[src/rtl/ram_arb_pkg.sv]
// Shared opcodes and FSM state encoding for the RAM command-port arbiter.
package ram_arb_pkg;

    localparam logic [1:0] OP_WR_ADDR = 2'b00;
    localparam logic [1:0] OP_WR_DATA = 2'b01;
    localparam logic [1:0] OP_RD_ADDR = 2'b10;
    localparam logic [1:0] OP_RD_DATA = 2'b11;

    typedef enum logic [1:0] {
        IDLE    = 2'd0,
        LOCK    = 2'd1,
        RD_WAIT = 2'd2
    } state_t;

endpackage

[src/rtl/ram_port_arbiter_rr_arb2.sv]
// Two-way round-robin grant: a lone requester wins; on a tie the one that did not go last wins.
module rr_arb2 (
    input  logic [1:0] valid,
    input  logic       rr_last,
    output logic [1:0] grant
);

    always_comb begin
        grant = 2'b00;
        case (valid)
            2'b01:   grant = 2'b01;
            2'b10:   grant = 2'b10;
            2'b11:   grant = rr_last ? 2'b01 : 2'b10;
            default: grant = 2'b00;
        endcase
    end

endmodule

[src/rtl/ram_port_arbiter.sv]
// Shares the RAM command port between two requesters, keeping 00/01 and 10/11 pairs atomic.
// Optional lock watchdog is enabled by defining ARB_TIMEOUT_EN.
module ram_port_arbiter
    import ram_arb_pkg::*;
#(
    parameter int ADDR_SIZE      = 8,
    parameter int TIMEOUT_CYCLES = 64
) (
    input  logic                 clk,
    input  logic                 rst_n,
    input  logic                 req0_valid,
    input  logic [ADDR_SIZE+1:0] req0_din,
    output logic                 req0_ready,
    input  logic                 req1_valid,
    input  logic [ADDR_SIZE+1:0] req1_din,
    output logic                 req1_ready,
    output logic [ADDR_SIZE+1:0] ram_din,
    output logic                 ram_rx_valid,
    input  logic [ADDR_SIZE-1:0] ram_dout,
    input  logic                 ram_tx_valid,
    output logic                 rsp0_valid,
    output logic                 rsp1_valid,
    output logic [ADDR_SIZE-1:0] rsp_data,
    output logic [1:0]           err,
    output state_t               dbg_state
);

    state_t               state;
    logic                 owner;
    logic                 rr_last;
    logic [1:0]           arb_grant;
    logic [1:0]           grant;
    logic                 accept;
    logic                 winner;
    logic [ADDR_SIZE+1:0] cmd;
    logic [1:0]           op;
    logic [1:0]           err_q;
    logic                 wd_expired;

    rr_arb2 u_rr_arb2 (
        .valid   ({req1_valid, req0_valid}),
        .rr_last (rr_last),
        .grant   (arb_grant)
    );

    // Handshake: readyN is high only in a cycle where commandN is taken (validN & grant),
    // so readyN itself is the accept strobe; at most one ready is ever high.
    always_comb begin
        grant = 2'b00;
        case (state)
            IDLE:    grant = arb_grant;
            LOCK:    grant = owner ? {req1_valid, 1'b0} : {1'b0, req0_valid};
            default: grant = 2'b00;
        endcase
    end

    assign req0_ready = grant[0];
    assign req1_ready = grant[1];
    assign accept     = |grant;
    assign winner     = grant[1];
    assign cmd        = winner ? req1_din : req0_din;
    assign op         = cmd[ADDR_SIZE+1 -: 2];
    assign dbg_state  = state;
    assign err        = err_q;

`ifdef ARB_TIMEOUT_EN
    localparam int CNT_W = $clog2(TIMEOUT_CYCLES);
    logic [CNT_W-1:0] wd_cnt;

    assign wd_expired = (state != IDLE) && (wd_cnt == CNT_W'(TIMEOUT_CYCLES - 1));

    // Counts idle cycles of the current lock/read; restarts whenever the owner moves on.
    always_ff @(posedge clk or negedge rst_n) begin
        if (!rst_n) begin
            wd_cnt <= '0;
        end else if (state == IDLE || accept) begin
            wd_cnt <= '0;
        end else begin
            wd_cnt <= wd_cnt + 1'b1;
        end
    end
`else
    assign wd_expired = 1'b0;
`endif

    always_ff @(posedge clk or negedge rst_n) begin
        if (!rst_n) begin
            state        <= IDLE;
            owner        <= 1'b0;
            rr_last      <= 1'b1;
            ram_din      <= '0;
            ram_rx_valid <= 1'b0;
            rsp0_valid   <= 1'b0;
            rsp1_valid   <= 1'b0;
            rsp_data     <= '0;
            err_q        <= 2'b00;
        end else begin
            ram_rx_valid <= accept;
            if (accept) begin
                ram_din <= cmd;
            end
            rsp0_valid <= 1'b0;
            rsp1_valid <= 1'b0;
            err_q      <= 2'b00;

            case (state)
                IDLE: begin
                    if (accept) begin
                        case (op)
                            OP_WR_DATA: rr_last <= winner;
                            OP_RD_DATA: begin
                                owner <= winner;
                                state <= RD_WAIT;
                            end
                            default: begin
                                owner <= winner;
                                state <= LOCK;
                            end
                        endcase
                    end
                end
                LOCK: begin
                    if (accept) begin
                        case (op)
                            OP_WR_DATA: begin
                                rr_last <= owner;
                                state   <= IDLE;
                            end
                            OP_RD_DATA: state <= RD_WAIT;
                            default:    state <= LOCK;
                        endcase
                    end else if (wd_expired) begin
                        err_q   <= owner ? 2'b10 : 2'b01;
                        rr_last <= owner;
                        state   <= IDLE;
                    end
                end
                RD_WAIT: begin
                    // tx_valid is sticky in the RAM, but the 10 of this read cleared it.
                    if (ram_tx_valid) begin
                        rsp_data   <= ram_dout;
                        rsp0_valid <= ~owner;
                        rsp1_valid <= owner;
                        rr_last    <= owner;
                        state      <= IDLE;
                    end else if (wd_expired) begin
                        err_q   <= owner ? 2'b10 : 2'b01;
                        rr_last <= owner;
                        state   <= IDLE;
                    end
                end
                default: state <= IDLE;
            endcase
        end
    end

endmodule

[config.mk]
export PLATFORM = sky130hd
export DESIGN_NAME = ram_port_arbiter
export DESIGN_NICKNAME = d
export VERILOG_FILES = /design/src/rtl/ram_arb_pkg.sv /design/src/rtl/ram_port_arbiter_rr_arb2.sv /design/src/rtl/ram_port_arbiter.sv
export SDC_FILE = /design/constraint.sdc
export NUM_CORES = 1
export LEC_CHECK = 0
export ABC_AREA = 1
export BUFFER_PORTS_ARGS = -buffer_cell sky130_fd_sc_hd__buf_2
export CAP_MARGIN = 20
export CORE_ASPECT_RATIO = 1.25
export CORE_MARGIN = 2
export CORE_UTILIZATION = 30
export CTS_BUF_LIST = sky130_fd_sc_hd__clkbuf_16
export CTS_CLUSTER_DIAMETER = 40
export DETAILED_ROUTE_END_ITERATION = 6
export PLACE_DENSITY = 0.64
export SLEW_MARGIN = 20
export SYNTH_ARGS = -nofsm -noshare
export SYNTH_HDL_FRONTEND = slang
export SYNTH_SLANG_ARGS = --single-unit
[constraint.sdc]
create_clock -name clk -period 1.8 [get_ports clk]
set_input_delay 0.18 -clock clk [delete_from_list [all_inputs] [get_ports clk]]
set_output_delay 0.18 -clock clk [all_outputs]
set_load 0.02 [all_outputs]
==> results of run 1 <==
==> worst max path at each step <==
stage | startpoint | endpoint | slack, ns | cells after the start
finish | dbg_state[1]$_DFFE_PN0P_ | req0_ready | 0.08 | 8
global route | dbg_state[1]$_DFFE_PN0P_ | req0_ready | 0.007 | 8
CTS | dbg_state[0]$_DFFE_PN0P_ | req0_ready | 0.001 | 8
detailed placement | dbg_state[0]$_DFFE_PN0P_ | ram_din[1]$_DFFE_PN0P_ | 0.10 | 9
global placement | dbg_state[0]$_DFFE_PN0P_ | dbg_state[1]$_DFFE_PN0P_ | 0.14 | 11
floorplan | dbg_state[0]$_DFFE_PN0P_ | owner$_DFFE_PN0P_ | 0.11 | 12
==> routing by layer <==
metal	track usage, %	share of wire [%]
met5	0	0
met2	21.9	49
met4	3.91	1.2
met1	14.7	42
met3	2.97	7.9
==> critical path: cells and delay by family, from the launching register on <==
family        cells  cell delay (ns)
buf+inv           4             0.46
fa+ha+maj         1             0.18
flops             1             0.43
simple gates      3             0.22
==> through the flow <==
stage | area [um2] | cells | util (%) | hold slack, ns | worst slack (ns)
after floorplan | 1350 | 150 | - | -0.116 | 0.114
after global placement | 1690 | 264 | 38.9 | 0.211 | 0.145
after detailed placement | 1690 | 264 | 38.9 | 0.204 | 0.104
after CTS | 1810 | 269 | 41.5 | 0.146 | 0.00133
after global routing | 1840 | 272 | 42.2 | 0.147 | 0.00689
final | 1840 | 272 | 42.2 | 0.152 | 0.0850
==> cell families after synthesis <==
logic type	count (synthesis)	share of synthesized area (%)
mux	8	6.68
simple gates	70	26.6
other cells	1	0.278
flops	25	46.5
buf+inv	20	8.16
fa+ha+maj	4	3.71
compound gates	21	8.07
==> what timing repair did <==
item / CTS / global route
setup endpoints to repair: 2 / 2
hold endpoints to repair: 24 / 0
resized for setup: 6 / 3
pin swaps: 0 / 1
setup buffers: 0 / 3
hold buffers: 1 / 0
==> cells in the final DEF (no fill, tap or decap), types with 4 or more instances in the layout <==
cell | Yosys | routed
buf_2 | 1 | 57
nand2_1 | 36 | 36
dfrtp_1 | 24 | 22
nor2_1 | 11 | 11
o21ai_1 | 11 | 11
inv_1 | 11 | 9
nand2_2 | 8 | 8
a21oi_1 | 8 | 8
mux2_2 | 8 | 8
buf_4 | 3 | 8
nand3_1 | 6 | 6
inv_2 | 2 | 4
nand3_2 | 4 | 4
==> final cells by class <==
type,instances,area (um2)
fillers,444,2520
multi-input cells,105,641
flip-flops and latches,25,629
repair buffers,67,367
clock buffers,3,75.1
well taps,58,72.6
inverters,13,48.8
clock inverters,1,5.00
==> state kept, by name, indices dropped and copies added, names as in the netlist <==
| name | cells |
|---|---|
| rsp_data | 8 |
| dbg_state | 2 |
| rr_last | 1 |
| rsp0_valid | 1 |
| owner | 1 |
| ram_rx_valid | 1 |
| ram_din | 10 |
| rsp1_valid | 1 |
==> power breakdown <==
part / internal [uW] / total (uW) / switching (uW)
Combinational: 847 / 2120 / 1280
Clock: 299 / 480 / 181
Sequential: 840 / 993 / 153
Total: 1980 / 3600 / 1610
==> impl_metrics.yaml, run 1 <==
layout:
  fin_nets: 252
  diodes: 0
  syn_to_final_growth_pct: 36.3
  layout-drive-gt1-share_pct: 49.1
global_routing:
  antenna_found_initial: 0
  grtUsageTotal_pct: 12.4
  grt_max_degree: 26
  grt_pass1_vias: 1175
  grt.overflow.total: 0
  grt_pass1_wl_mm: 4.98
clock_tree:
  clockBufferDepth: 2
  cts.clk_slew.worst_paths_ns: 0.06
  cts_root_buf: "clkbuf_16"
  cts-htree-levels: 1
  cts_tree: "built"
  cts_sinks: 25
  numCtsBuffers: 3
  clock_latency_ns: 0.25
timing:
  grt_setup_unrepaired: "no"
  setup_tns_ns: 0
  setup_violations: 0
  slew_viol_final: 0
  max_freq_mhz: 583
  hold_viol_final: 0
  worstMarginPinSlew_ns: 0.548
  timing.final.crit_period_ns: 1.72
  finClkSkew_ns: 0.00110
  fin_crit_sh_pct: 95.3
  slew_headroom_pct: 63.5
drt:
  vias: 1167
  avgRoutedWirePerCell_um: 10.7
  vias_per_cell: 4.29
  drt_first_pass_iters: 3
  drt_iter0_drc: 12
  antenna_left: 0
  route.detailed.drc: 0
  drt_wl_total_mm: 2.90
placed_design:
  gp_congestion: 0.847
  port_buffers: 57
  dp_hpwl_mm: 2.29
power:
  power_uw: 3600
  p_leak_uw: 0.000971
  powerDensity_mw_per_mm2: 1960
  ir_worst_vdd_mv: 0.902
setup_path:
  r2r.worst_path.cells: 11
  reg2reg_slack_ns: 0.25
  critical_path.max_stage_delay_ns: 0.43
  startpoint_type: "flop"
  r2r_end: "dbg_state[1]$_DFFE_PN0P_"
  r2r-start: "dbg_state[1]$_DFFE_PN0P_"
  cp-end-kind: "primary output"
  cp_max_fo: 9
  crit_top_cell: "nand2_1"
  crit_slowest_cell: "dfrtp_2"
  crit_arrival_ns: 1.54
  worstSetupPathType: "flop to primary output"
  critPathRequiredTime_ns: 1.62
  crit_chain: "inv_2 > ha_4 > nand2_1 > nand2_1 > nand2_2 > buf_6 > inv_1 > buf_2"
outcome:
  status: "complete, no violations"
min_path:
  hold_start: "ram_dout[3]"
  min_to: "rsp_data[3]$_DFFE_PN0P_"
  hold_depth: 2
  hp-class: "input pin to flop"
synthesis:
  synth_top_cell_area_share_pct: 44.5
  synth_cells: 149
  synth_warnings: 0
  synth.distinct_cells: 22
  synth_ff_type: "dfrtp_1"
  yosysMostFrequentCell: "nand2_1"
  synthTopCellsByArea: "dfrtp_1, nand2_1, mux2_2, o21ai_1, ha_1"
  async_flop_share_pct: 100
  synth_edf_count: 0
  synth.cell_area_mm2: 0.00135
  ys_seq_area_share_pct: 46.5
  post_synth.cell_area_avg_um2: 9.05
  synth_seq_cells: 25
  yosysTopAreaCell: "dfrtp_1"
  yosys-top-cells-count: "nand2_1, dfrtp_1, inv_1, nor2_1, o21ai_1"
die:
  core_area_mm2: 0.00436
  dieArea_mm2: 0.00505
  io_pins: 60
  rows: 27
  fp.dieH_um: 79.0
  fp.dieW_um: 64.0
  start_util_pct: 31.0
flow_run:
  maxCapViolCount: 0
Note: power is estimated with default switching activity, not from simulation.
==> run 2, diff against run 1 <==
CELL_PAD_IN_SITES_DETAIL_PLACEMENT = 0   (was default)
CELL_PAD_IN_SITES_GLOBAL_PLACEMENT = 1   (was default)
GPL_TIMING_DRIVEN = 0   (was default)
PLACE_DENSITY = 0.81   (was 0.64)
==> impl_metrics.yaml, run 2 (same netlist as run 1, synthesis figures left out) <==
global_routing:
  antenna_found_initial: 0
  grt.overflow.total: 0
  grt_pass1_wl_mm: 5.00
  grtUsageTotal_pct: 12.2
  grt_max_degree: 26
  grt_pass1_vias: 1170
layout:
  final_cell_mix: "buf_2, nand2_1, dfrtp_1, buf_4"
  fill_cells: 431
  regArea_um2: 627
  largest-register: "ram_din"
  syn_to_final_growth_pct: 41.7
  layout-drive-gt1-share_pct: 50.2
  diodes: 0
  utilization_pct: 43.9
  largest_reg_flops: 10
  multiInputGateArea_um2: 621
  fin_nets: 263
  mostFrequentLayoutCell: "buf_2"
timing:
  worstMarginPinSlew_ns: 0.563
  fin_crit_sh_pct: 97.1
  setup_violations: 0
  finClkSkew_ns: 0.00252
  slew_headroom_pct: 62.4
  timing.final.crit_period_ns: 1.75
  slew_viol_final: 0
  hold_viol_final: 0
  max_freq_mhz: 572
clock_tree:
  clockBufferDepth: 2
  clock_latency_ns: 0.25
  cts_root_buf: "clkbuf_16"
  numCtsBuffers: 3
  cts_tree: "built"
  cts.clk_slew.worst_paths_ns: 0.07
  cts-htree-levels: 1
  cts_sinks: 25
placed_design:
  gp_congestion: 0.797
  dp_hpwl_mm: 2.23
  port_buffers: 57
power:
  p_leak_uw: 0.00102
  clkPwrFrac_pct: 13.2
  share_comb_of_total_power_pct: 61.0
  ir_worst_vdd_mv: 0.762
  swShare_pct: 44.0
  p_seq_share_pct: 25.8
  powerDensity_mw_per_mm2: 1970
  switchingPower_uw: 1650
  p_int_uw: 2100
  power_uw: 3760
die:
  rows: 27
  start_util_pct: 31.0
  core_area_mm2: 0.00436
  fp.dieW_um: 64.0
  dieArea_mm2: 0.00505
  io_pins: 60
  fp.dieH_um: 79.0
setup_path:
  cp-end-kind: "primary output"
  cp_max_fo: 6
  critPathRequiredTime_ns: 1.62
  worstSetupPathType: "flop to primary output"
  startpoint_type: "flop"
  crit_arrival_ns: 1.57
drt:
  drt_first_pass_iters: 5
  vias: 1206
  antenna_left: 0
  drt_wl_total_mm: 3.05
  route.detailed.drc: 0
  vias_per_cell: 4.26
  drt_iter0_drc: 45
  avgRoutedWirePerCell_um: 10.8
outcome:
  status: "complete, no violations"
flow_run:
  maxCapViolCount: 0
min_path:
  hp-class: "input pin to flop"
==> run 2: critical path, stage by stage (launching register included) <==
cell	delay, ns
dfrtp_1	0.42
buf_4	0.15
ha_2	0.22
nand2_1	0.08
nand2_1	0.06
nand2_2	0.09
buf_8	0.12
inv_1	0.04
buf_4	0.14
==> run 2: power groups by stage <==
| stage | Combinational, uW | Sequential, uW | Clock, uW |
|---|---|---|---|
| CTS | 2100 | 967 | 510 |
| floorplan | 1190 | 1290 | 0 |
| detailed placement | 2040 | 990 | 0 |
| global route | 2550 | 1000 | 528 |
| global placement | 2020 | 982 | 0 |
| finish | 2290 | 968 | 496 |
==> run 2: per-layer routing <==
metal | track usage [%] | vias up | share of wire, %
met5 | 0 | - | 0
met4 | 1.96 | 0 | 0.36
met3 | 1.98 | 2 | 5.5
met2 | 23.0 | 41 | 52
met1 | 14.6 | 543 | 42
li1 | - | 620 | -
==> run 2: path summary, 6_finish.rpt <==
check                      slack, ns                       to  depth (start not counted)                      from
max in group asynchronous       0.97      rr_last$_DFFE_PN1P_                          2                     rst_n
min in group asynchronous       0.45   ram_rx_valid$_DFF_PN0_                          2                     rst_n
setup / recovery                0.05               req0_ready                          8  dbg_state[0]$_DFFE_PN0P_
hold / removal                  0.15  rsp_data[0]$_DFFE_PN0P_                          2               ram_dout[0]
hold reg to reg                 0.48      rr_last$_DFFE_PN1P_                          2       rr_last$_DFFE_PN1P_
setup reg to reg                0.10   ram_din[3]$_DFFE_PN0P_                         10  dbg_state[0]$_DFFE_PN0P_
==> run 2: what timing repair did <==
action	CTS	global route
pin swaps	0	1
gates resized for setup	1	4
setup endpoints to repair	2	4
buffers inserted	2	11
hold buffers	1	0
hold endpoints to repair	24	0
==> run 2: through the flow <==
step	cells	cell area (um2)	setup TNS [ns]	setup slack (ns)	hold slack, ns
6_report	283	1910	0	0.0519	0.151
5_1_grt	283	1910	-0.0178	-0.0116	0.151
4_1_cts	272	1820	0	0.00103	0.150
3_5_place_dp	265	1710	0	0.0640	0.213
3_3_place_gp	265	1710	0	0.0740	0.210
2_1_floorplan	150	1350	0	0.114	-0.116
==> run 2: cell type report <==
type,instances,area share [%]
Buffer,7,3.40
Inverter,13,2.55
Timing Repair Buffer,71,20.7
Tap cell,58,3.80
Multi-Input combinational cell,105,32.5
Sequential cell,25,32.8
Clock buffer,3,3.93
Clock inverter,1,0.393
==> run 3, diff against run 2 <==
CTS_BUF_LIST = sky130_fd_sc_hd__clkbuf_4 sky130_fd_sc_hd__clkbuf_8   (was sky130_fd_sc_hd__clkbuf_16)
==> impl_metrics.yaml, run 3 (same netlist as run 1, synthesis figures left out) <==
layout:
  stdcell_count: 281
  fill_cells: 444
  largest_reg_flops: 10
  mostFrequentLayoutCell: "buf_2"
  final_cell_mix: "buf_2, nand2_1, dfrtp_1, buf_4"
  syn_to_final_growth_pct: 39.1
  fin_nets: 261
  regArea_um2: 627
  largest-register: "ram_din"
  diodes: 0
  layout-drive-gt1-share_pct: 50.2
  multiInputGateArea_um2: 641
setup_path:
  crit_top_cell: "buf_6"
  r2r.worst_path.cells: 5
  crit_chain: "inv_2 > ha_4 > buf_6 > nand3_2 > nand2_2 > buf_6 > buf_2"
  critical_path.startpoint: "dbg_state[1]$_DFFE_PN0P_"
  crit_slowest_cell: "dfrtp_1"
  critPathRequiredTime_ns: 1.62
  crit_arrival_ns: 1.53
  worstSetupPathType: "flop to primary output"
  cp_max_fo: 10
  startpoint_type: "flop"
  r2r_end: "rsp_data[3]$_DFFE_PN0P_"
  critical_path.max_stage_delay_ns: 0.40
  r2r-start: "dbg_state[1]$_DFFE_PN0P_"
  cp-end-kind: "primary output"
  reg2reg_slack_ns: 0.11
power:
  powerDensity_mw_per_mm2: 1920
  ir_worst_vdd_mv: 0.674
  p_leak_uw: 0.00100
  power_uw: 3610
global_routing:
  grt_pass1_wl_mm: 5.06
  grt.overflow.total: 0
  grtUsageTotal_pct: 12.5
  antenna_found_initial: 0
  grt_max_degree: 26
  grt_pass1_vias: 1174
min_path:
  min_to: "rsp_data[0]$_DFFE_PN0P_"
  hp-class: "input pin to flop"
  hold_start: "ram_dout[0]"
  hold_depth: 2
clock_tree:
  clock_latency_ns: 0.27
  cts_root_buf: "clkbuf_8"
  cts_sinks: 25
  clockBufferDepth: 2
  cts_tree: "built"
  cts-htree-levels: 1
  cts.clk_slew.worst_paths_ns: 0.09
  numCtsBuffers: 3
timing:
  hold_viol_final: 0
  slew_viol_final: 0
  setup_violations: 0
  fin_crit_sh_pct: 94.9
  worstMarginPinSlew_ns: 0.567
  max_freq_mhz: 585
  grt_setup_unrepaired: "no"
  slew_headroom_pct: 62.2
  timing.final.crit_period_ns: 1.71
  setup_tns_ns: 0
  finClkSkew_ns: 0.00510
  hold_ws_ns: 0.132
die:
  fp.dieW_um: 64.0
  core_area_mm2: 0.00436
  start_util_pct: 31.0
  io_pins: 60
  dieArea_mm2: 0.00505
  rows: 27
  fp.dieH_um: 79.0
drt:
  drt_wl_total_mm: 3.03
  route.detailed.drc: 0
  highest_layer: "met4"
  avgRoutedWirePerCell_um: 10.8
  vias_per_cell: 4.28
  antenna_left: 0
  met1Wirelength_mm: 1.27
  wl_met2_mm: 1.57
  vias: 1204
  drt_first_pass_iters: 4
  drt_iter0_drc: 45
  wl_met3_um: 186
placed_design:
  gp_congestion: 0.797
  dp_hpwl_mm: 2.23
  port_buffers: 57
  place_inst: 265
flow_run:
  maxCapViolCount: 0
outcome:
  status: "complete, no violations"
## run 3: area by class of cell
cell class,count,area share [%]
sequential,25,33.4
multi-input combinational,105,34.1
clock buffer,3,2.20
buffer,6,2.67
inverter,13,2.60
timing repair buffer,70,20.7
clock inverter,1,0.400
tap,58,3.87
## run 3: how the worst max path moves through the flow
stage                               end  slack [ns]  cells past startpoint
6_report                     req1_ready        0.09                      7
3_3_place_gp   dbg_state[0]$_DFFE_PN0P_        0.07                     12
2_1_floorplan         owner$_DFFE_PN0P_        0.11                     12
3_5_place_dp   dbg_state[0]$_DFFE_PN0P_        0.06                     13
5_1_grt          ram_din[8]$_DFFE_PN0P_        0.01                     12
4_1_cts                      req1_ready        0.01                      7
## run 3: critical path, delay by kind of cell, from the launching register on
| family | cells | cell delay, ns |
|---|---|---|
| flops | 1 | 0.40 |
| simple gates | 2 | 0.18 |
| buf+inv | 4 | 0.52 |
| fa+ha+maj | 1 | 0.14 |
## run 3: repair_timing
action / in CTS / in global routing
endpoints found under the setup margin: 2 / 5
endpoints found under the hold margin: 24 / 0
gates resized for setup: 1 / 6
setup buffers: 5 / 7
hold buffers: 1 / 0
pin swaps: 0 / 7
## run 3: per-stage QoR
stage / setup slack [ns] / util (%) / area, um2
2_1_floorplan: 0.114 / - / 1350
3_3_place_gp: 0.0740 / 39.2 / 1710
3_5_place_dp: 0.0640 / 39.2 / 1710
4_1_cts: 0.0136 / 41.5 / 1810
5_1_grt: 0.00957 / 43.1 / 1880
6_report: 0.0917 / 43.1 / 1880
## run 3: power breakdown
group / internal [uW] / switching (uW) / total, uW
Combinational: 971 / 1330 / 2300
Clock: 157 / 185 / 342
Sequential: 833 / 133 / 965
Total: 1960 / 1650 / 3610
## run 3: per-layer routing
| metal | global-route usage [%] | vias up |
|---|---|---|
| met2 | 22.9 | 42 |
| met4 | 3.26 | 0 |
| met5 | 0 | - |
| met3 | 2.12 | 2 |
| li1 | - | 615 |
| met1 | 14.9 | 545 |
